<file path="config.mk">
export PLATFORM = sky130hd
export DESIGN_NAME = sha256_message_packer_flat
export DESIGN_NICKNAME = d
export VERILOG_FILES = /design/src/rtl/sha256_message_packer_if.sv /design/src/rtl/sha256_message_packer.sv /design/src/flat_wrapper.sv
export SDC_FILE = /design/constraint.sdc
export NUM_CORES = 1
export LEC_CHECK = 0
export CORE_MARGIN = 5
export CORE_UTILIZATION = 30
export CTS_BUF_LIST = sky130_fd_sc_hd__clkbuf_16
export CTS_CLUSTER_DIAMETER = 60
export DETAILED_ROUTE_END_ITERATION = 10
export PLACE_DENSITY = 0.54
export SYNTH_ARGS = -nofsm -noshare
export SYNTH_HDL_FRONTEND = slang
export SYNTH_SLANG_ARGS = --single-unit
</file>
<file path="constraint.sdc">
create_clock -name clk -period 29.8 [get_ports clk]
set_input_delay 5.96 -clock clk [delete_from_list [all_inputs] [get_ports clk]]
set_output_delay 5.96 -clock clk [all_outputs]
set_load 0.005 [all_outputs]
</file>
<file path="src/rtl/sha256_message_packer_if.sv">
// Word-in, block-out and config channels of the SHA-256 message packer.
interface sha256_message_packer_if;
  logic [31:0]  word_in;
  logic [1:0]   word_in_bytes;
  logic         word_in_last;
  logic         word_in_valid;
  logic         word_in_ready;
  logic [511:0] data_out;
  logic         data_out_last;
  logic         data_out_valid;
  logic         data_out_ready;
  logic [63:0]  cfg_size;
  logic [1:0]   cfg_scheme;
  logic         cfg_last;
  logic         cfg_valid;
  logic         cfg_ready;

  modport master (
    output word_in, word_in_bytes, word_in_last, word_in_valid,
    input  word_in_ready,
    input  data_out, data_out_last, data_out_valid,
    output data_out_ready,
    input  cfg_size, cfg_scheme, cfg_last, cfg_valid,
    output cfg_ready
  );

  modport slave (
    input  word_in, word_in_bytes, word_in_last, word_in_valid,
    output word_in_ready,
    output data_out, data_out_last, data_out_valid,
    input  data_out_ready,
    output cfg_size, cfg_scheme, cfg_last, cfg_valid,
    input  cfg_ready
  );
endinterface

</file>
<file path="src/rtl/sha256_message_packer.sv">
// Packs 32-bit message words big-endian into 512-bit SHA-256 blocks.
// SHA256_PACKER_BYTESWAP_EN: byte-reverse each word for little-endian sources.
module sha256_message_packer #(
  parameter logic [1:0] SCHEME_ID = 2'd0
) (
  input logic clk,
  input logic rst,
  input logic en,
  input logic sync_rst,
  sha256_message_packer_if.slave bus
);

  typedef enum logic {FILL, SEND} state_e;

  state_e       state_q;
  logic [3:0]   wcnt_q;
  logic [60:0]  bcnt_q;
  logic [511:0] data_q;
  logic         dlast_q;
  logic         dvalid_q;
  logic         cvalid_q;
  logic         rdy_q;
  logic [63:0]  csize_q;

  logic [31:0]  sw;
  logic [31:0]  mask;
  logic [31:0]  mw;
  logic [2:0]   nb;
  logic [60:0]  bcnt_d;
  logic [8:0]   base;
  logic         acc;
  logic         done;

`ifdef SHA256_PACKER_BYTESWAP_EN
  assign sw = {bus.word_in[7:0], bus.word_in[15:8],
               bus.word_in[23:16], bus.word_in[31:24]};
`else
  assign sw = bus.word_in;
`endif

  // After an optional swap the kept bytes are always the high-order ones
  always_comb begin
    mask = '1;
    unique case (bus.word_in_bytes)
      2'd1:    mask = 32'hFF00_0000;
      2'd2:    mask = 32'hFFFF_0000;
      2'd3:    mask = 32'hFFFF_FF00;
      default: mask = '1;
    endcase
  end

  assign mw     = bus.word_in_last ? (sw & mask) : sw;
  assign nb     = (bus.word_in_last && bus.word_in_bytes != 2'd0)
                  ? {1'b0, bus.word_in_bytes} : 3'd4;
  assign bcnt_d = bcnt_q + 61'(nb);
  assign base   = {~wcnt_q, 5'd0};
  assign acc    = rdy_q & bus.word_in_valid;
  assign done   = (~dvalid_q | bus.data_out_ready)
                & (~cvalid_q | bus.cfg_ready);

  always_ff @(posedge clk or posedge rst) begin
    if (rst) begin
      state_q  <= FILL;
      wcnt_q   <= '0;
      bcnt_q   <= '0;
      data_q   <= '0;
      dlast_q  <= 1'b0;
      dvalid_q <= 1'b0;
      cvalid_q <= 1'b0;
      rdy_q    <= 1'b1;
      csize_q  <= '0;
    end else if (en) begin
      if (sync_rst) begin
        state_q  <= FILL;
        wcnt_q   <= '0;
        bcnt_q   <= '0;
        data_q   <= '0;
        dlast_q  <= 1'b0;
        dvalid_q <= 1'b0;
        cvalid_q <= 1'b0;
        rdy_q    <= 1'b1;
        csize_q  <= '0;
      end else begin
        unique case (state_q)
          FILL: begin
            if (acc) begin
              data_q[base +: 32] <= mw;
              wcnt_q <= wcnt_q + 4'd1;
              bcnt_q <= bcnt_d;
              if (bus.word_in_last || wcnt_q == 4'd15) begin
                state_q  <= SEND;
                rdy_q    <= 1'b0;
                dvalid_q <= 1'b1;
                dlast_q  <= bus.word_in_last;
                if (bus.word_in_last) begin
                  cvalid_q <= 1'b1;
                  csize_q  <= {bcnt_d, 3'b000};
                end
              end
            end
          end
          SEND: begin
            if (dvalid_q && bus.data_out_ready) dvalid_q <= 1'b0;
            if (cvalid_q && bus.cfg_ready)      cvalid_q <= 1'b0;
            // Slots are cleared here so a short next block is zero-padded
            if (done) begin
              state_q <= FILL;
              rdy_q   <= 1'b1;
              wcnt_q  <= '0;
              data_q  <= '0;
              dlast_q <= 1'b0;
              if (dlast_q) bcnt_q <= '0;
            end
          end
          default: state_q <= FILL;
        endcase
      end
    end
  end

  assign bus.word_in_ready  = rdy_q;
  assign bus.data_out       = data_q;
  assign bus.data_out_last  = dlast_q;
  assign bus.data_out_valid = dvalid_q;
  assign bus.cfg_size       = csize_q;
  assign bus.cfg_scheme     = SCHEME_ID;
  assign bus.cfg_last       = 1'b1;
  assign bus.cfg_valid      = cvalid_q;

endmodule

</file>
<file path="src/flat_wrapper.sv">
// flat-port wrapper written by rule: the top's interface ports become plain ports
module sha256_message_packer_flat 
#(
  parameter logic [1:0] SCHEME_ID = 2'd0
)
  (clk, rst, en, sync_rst, bus_word_in, bus_word_in_bytes, bus_word_in_last, bus_word_in_valid, bus_word_in_ready, bus_data_out, bus_data_out_last, bus_data_out_valid, bus_data_out_ready, bus_cfg_size, bus_cfg_scheme, bus_cfg_last, bus_cfg_valid, bus_cfg_ready);
  sha256_message_packer_if bus_i ();
  input logic clk;
  input logic rst;
  input logic en;
  input logic sync_rst;
  input wire logic [$bits(bus_i.word_in)-1:0] bus_word_in;
  input wire logic [$bits(bus_i.word_in_bytes)-1:0] bus_word_in_bytes;
  input wire logic [$bits(bus_i.word_in_last)-1:0] bus_word_in_last;
  input wire logic [$bits(bus_i.word_in_valid)-1:0] bus_word_in_valid;
  output wire logic [$bits(bus_i.word_in_ready)-1:0] bus_word_in_ready;
  output wire logic [$bits(bus_i.data_out)-1:0] bus_data_out;
  output wire logic [$bits(bus_i.data_out_last)-1:0] bus_data_out_last;
  output wire logic [$bits(bus_i.data_out_valid)-1:0] bus_data_out_valid;
  input wire logic [$bits(bus_i.data_out_ready)-1:0] bus_data_out_ready;
  output wire logic [$bits(bus_i.cfg_size)-1:0] bus_cfg_size;
  output wire logic [$bits(bus_i.cfg_scheme)-1:0] bus_cfg_scheme;
  output wire logic [$bits(bus_i.cfg_last)-1:0] bus_cfg_last;
  output wire logic [$bits(bus_i.cfg_valid)-1:0] bus_cfg_valid;
  input wire logic [$bits(bus_i.cfg_ready)-1:0] bus_cfg_ready;
  assign bus_i.word_in = bus_word_in;
  assign bus_i.word_in_bytes = bus_word_in_bytes;
  assign bus_i.word_in_last = bus_word_in_last;
  assign bus_i.word_in_valid = bus_word_in_valid;
  assign bus_word_in_ready = bus_i.word_in_ready;
  assign bus_data_out = bus_i.data_out;
  assign bus_data_out_last = bus_i.data_out_last;
  assign bus_data_out_valid = bus_i.data_out_valid;
  assign bus_i.data_out_ready = bus_data_out_ready;
  assign bus_cfg_size = bus_i.cfg_size;
  assign bus_cfg_scheme = bus_i.cfg_scheme;
  assign bus_cfg_last = bus_i.cfg_last;
  assign bus_cfg_valid = bus_i.cfg_valid;
  assign bus_i.cfg_ready = bus_cfg_ready;
  sha256_message_packer #(.SCHEME_ID(SCHEME_ID)) u_core (.clk(clk), .rst(rst), .en(en), .sync_rst(sync_rst), .bus(bus_i));
endmodule
</file>
==> flow_metrics.env <==
export IMPL_status="complete, no violations"
export IMPL_hpwl_mm=81.0
export IMPL_p_sw_w=0.000607
export IMPL_die_h_um=307
export IMPL_synthTopCellsByArea="dfrtp_1, o2bb2ai_1, a22o_1, a32o_1, nand2_1"
export IMPL_ioPinCount=625
export IMPL_skew_ns=0.0473
export IMPL_p_comb_frac=0.123
export IMPL_p_int_w=0.00147
export IMPL_crit_path_start_kind="input pin"
export IMPL_synth_ff_type="dfrtp_1"
export IMPL_layout_drive_gt1_share=0.0753
export IMPL_period_needed_ns=9.54
export IMPL_core_mm2=0.0880
export IMPL_ff_latch_area_mm2=0.0161
export IMPL_grt_use_met1=0.296
export IMPL_power_frac_seq=0.432
export IMPL_min_path_type="register to register"
export IMPL_firstDrtPassIters=7
export IMPL_cts_resized=0
export IMPL_port_buffers=618
export IMPL_cts_sinks=643
export IMPL_place_inst=3829
export IMPL_ir_drop_mv=0.0470
export IMPL_critPathArrivalTime_ns=10.04
export IMPL_synth_area_mm2=0.0265
export IMPL_initial_utilization=0.301
export IMPL_std_cell_rows=109
export IMPL_drtAntennaViolNets=0
export IMPL_grt_pass1_wl_mm=169
export IMPL_fill_cells=8256
export IMPL_dieArea_mm2=0.0942
export IMPL_synth_seq_cells=643
export IMPL_postCtsSetupRepairBufs=0
export IMPL_fin_cells=3970
export IMPL_rsz0062_at_grt="no"
export IMPL_drt_total_wl_mm=117
export IMPL_chipWidth_um=307
export IMPL_crit_type="input pin to register"
export IMPL_p_total_w=0.00208
export IMPL_clkPwrFrac=0.445
export IMPL_synth_cell_types=77
export IMPL_clk_insertion_delay_late_ns=0.64
export IMPL_drv_cap=0
export IMPL_syn2layout_area_growth_pct=37.3
export IMPL_gr_total_overflow=0
export IMPL_fin_setup_tns_ns=0
export IMPL_grt_pass1_vias=23000
export IMPL_powerDensity_mw_per_mm2=57.3
export IMPL_cts_htree_levels=3
export IMPL_path_clk_slew_ns=0.06
export IMPL_grt_use_met2=0.399
export IMPL_slew_violations=0
export IMPL_ys_warn_count=0
export IMPL_top_usage_layer="met2"
export IMPL_gp_congestion=0.903
export IMPL_synth_edf_count=0
export IMPL_r2r_slack_ns=25.84
export IMPL_yosysTopAreaCell="dfrtp_1"
export IMPL_setup_viol=0
export IMPL_cts_tree="yes"
export IMPL_switching_share=0.292
export IMPL_final_util=0.413
export IMPL_final_hold_violation_count=0
export IMPL_relSlewSlack=0.102
export IMPL_yosysSeqAreaShare=0.608
export IMPL_worst_ep_required_time_ns=30.30
export IMPL_numCtsBuffers=77
export IMPL_synth_top_area_share=0.607
export IMPL_cts_root_buffer="clkbuf_16"
export IMPL_power_leakage_nw=15.2
export IMPL_wl_per_cell_um=29.6
export IMPL_synthesis_instances=2187
export IMPL_max_slew_worst_pin_slew_ns=1.34
export IMPL_cp_max_fo=12
export IMPL_drcViolationCount=0
export IMPL_async_flop_share=1.00
export IMPL_syn_avg_cell_area_um2=12.1
export IMPL_use_met3=0.0837
export IMPL_nNetsFinal=2796
export IMPL_track_usage=0.239
export IMPL_min_period_over_period=0.320
export IMPL_dr_total_vias=22500
export IMPL_initialDrtViolationCount=2052
export IMPL_clock_fmax_mhz=105
export IMPL_via_per_inst=5.67
export IMPL_max_clock_path_buffers=3
export IMPL_cts_hold_buf=0
export IMPL_grt_max_degree=113
export IMPL_multiInputGateArea_mm2=0.00956
export IMPL_antenna_found_initial=6
export IMPL_critPathCaptureType="register"
-- placed cells by master, fill, tap and decap left out, types with 20 or more instances in the layout --
master and n:
dfrtp_1 642, clkdlybuf4s50_1 618, o2bb2ai_1 289, nand2_1 155, a22o_1 139, a32o_1 90
nand3_1 88, clkbuf_16 78, o21ai_0 74, buf_4 60, nor2_1 42, inv_1 41
nand4_1 40, o31ai_1 31, or3_1 27, and2_1 25, xnor2_1 21, nor4_1 21
a21oi_1 20
-- registers in the layout (all words and copies together), names as in the netlist --
register                   flops
u_core.bcnt_q                 61
u_core.bus.data_out          512
u_core.bus.data_out_valid      1
u_core.bus.data_out_last       1
u_core.bus.cfg_size           61
u_core.wcnt_q                  4
u_core.bus.cfg_valid           1
u_core.bus.word_in_ready       1
u_core.state_q                 1
-- synth_stat cells, types with 22 or more instances --
cell type,number
a32o_1,90
nand4_1,40
or3_1,27
o31ai_1,31
o2bb2ai_1,289
nand2_1,156
and2_1,24
nor2_1,47
a22o_1,139
buf_1,23
dfrtp_1,642
o21ai_0,74
buf_2,38
inv_1,22
nand3_1,88
clkbuf_1,135
-- kinds of logic after synthesis --
| family | Yosys count | synth area share |
|---|---|---|
| AOI/OAI and AO/OA | 748 | 0.233 |
| DFF | 643 | 0.608 |
| and+or+nand+nor | 511 | 0.103 |
| buffers and inverters | 228 | 0.0351 |
| xor gates and xnor gates | 39 | 0.0129 |
| adders and majority gates | 11 | 0.00549 |
| muxes | 5 | 0.00194 |
| other | 2 | 0.000284 |
-- worst paths after layout --
path,start,to,cells past startpoint
setup / recovery,bus_word_in_bytes[0],u_core.bcnt_q[40],12
hold / removal,u_core.bus.cfg_size[23],u_core.bus.cfg_size[23],2
setup reg to reg,u_core.state_q,u_core.bus.data_out[190],6
hold reg to reg,u_core.bus.cfg_size[23],u_core.bus.cfg_size[23],2
max in group asynchronous,rst,u_core.bus.data_out[273],5
min in group asynchronous,rst,u_core.bus.cfg_size[16],2
-- worst max-delay path: stages --
cell	delay (ns)
clkdlybuf4s50_1	0.50
inv_1	0.08
ha_1	0.19
nand2b_1	0.18
nor2_1	0.12
ha_1	0.20
fa_1	0.23
a21oi_1	0.23
nor4_2	1.13
nand3_1	0.51
o311a_1	0.43
a221o_1	0.26
-- metrics by stage --
| step | setup WS, ns | hold slack, ns | instance area [um2] |
|---|---|---|---|
| 2_1_floorplan | 5.83 | 0.473 | 26500 |
| 3_3_place_gp | 19.86 | 0.467 | 33800 |
| 3_5_place_dp | 19.71 | 0.471 | 33800 |
| 4_1_cts | 20.36 | 0.483 | 36300 |
| 5_1_grt | 20.12 | 0.493 | 36300 |
| 6_report | 20.26 | 0.476 | 36300 |
-- power groups by stage --
stage | registers, W | clock network [W] | logic, W
after global placement | 0.000915 | 0 | 0.000253
after global routing | 0.000901 | 0.000981 | 0.000273
after detailed placement | 0.000915 | 0 | 0.000257
after CTS | 0.000900 | 0.000946 | 0.000258
final | 0.000900 | 0.000926 | 0.000256
after floorplan | 0.000911 | 0 | 0.000135
-- routing by layer --
metal	routed length [um]	share of wire
met2	56600	0.48
met4	3560	0.030
met5	0	0
met3	11700	0.099
met1	45500	0.39
-- layout make-up --
cell class                      instances  area share
Antenna cell                            3    0.000207
Sequential cell                       643       0.443
Multi-Input combinational cell       1320       0.263
Inverter                               23     0.00258
Clock inverter                         60      0.0147
Clock buffer                           78      0.0537
Timing Repair Buffer                  678       0.183
Tap cell                             1165      0.0401
(Power assumes the default switching activity.)
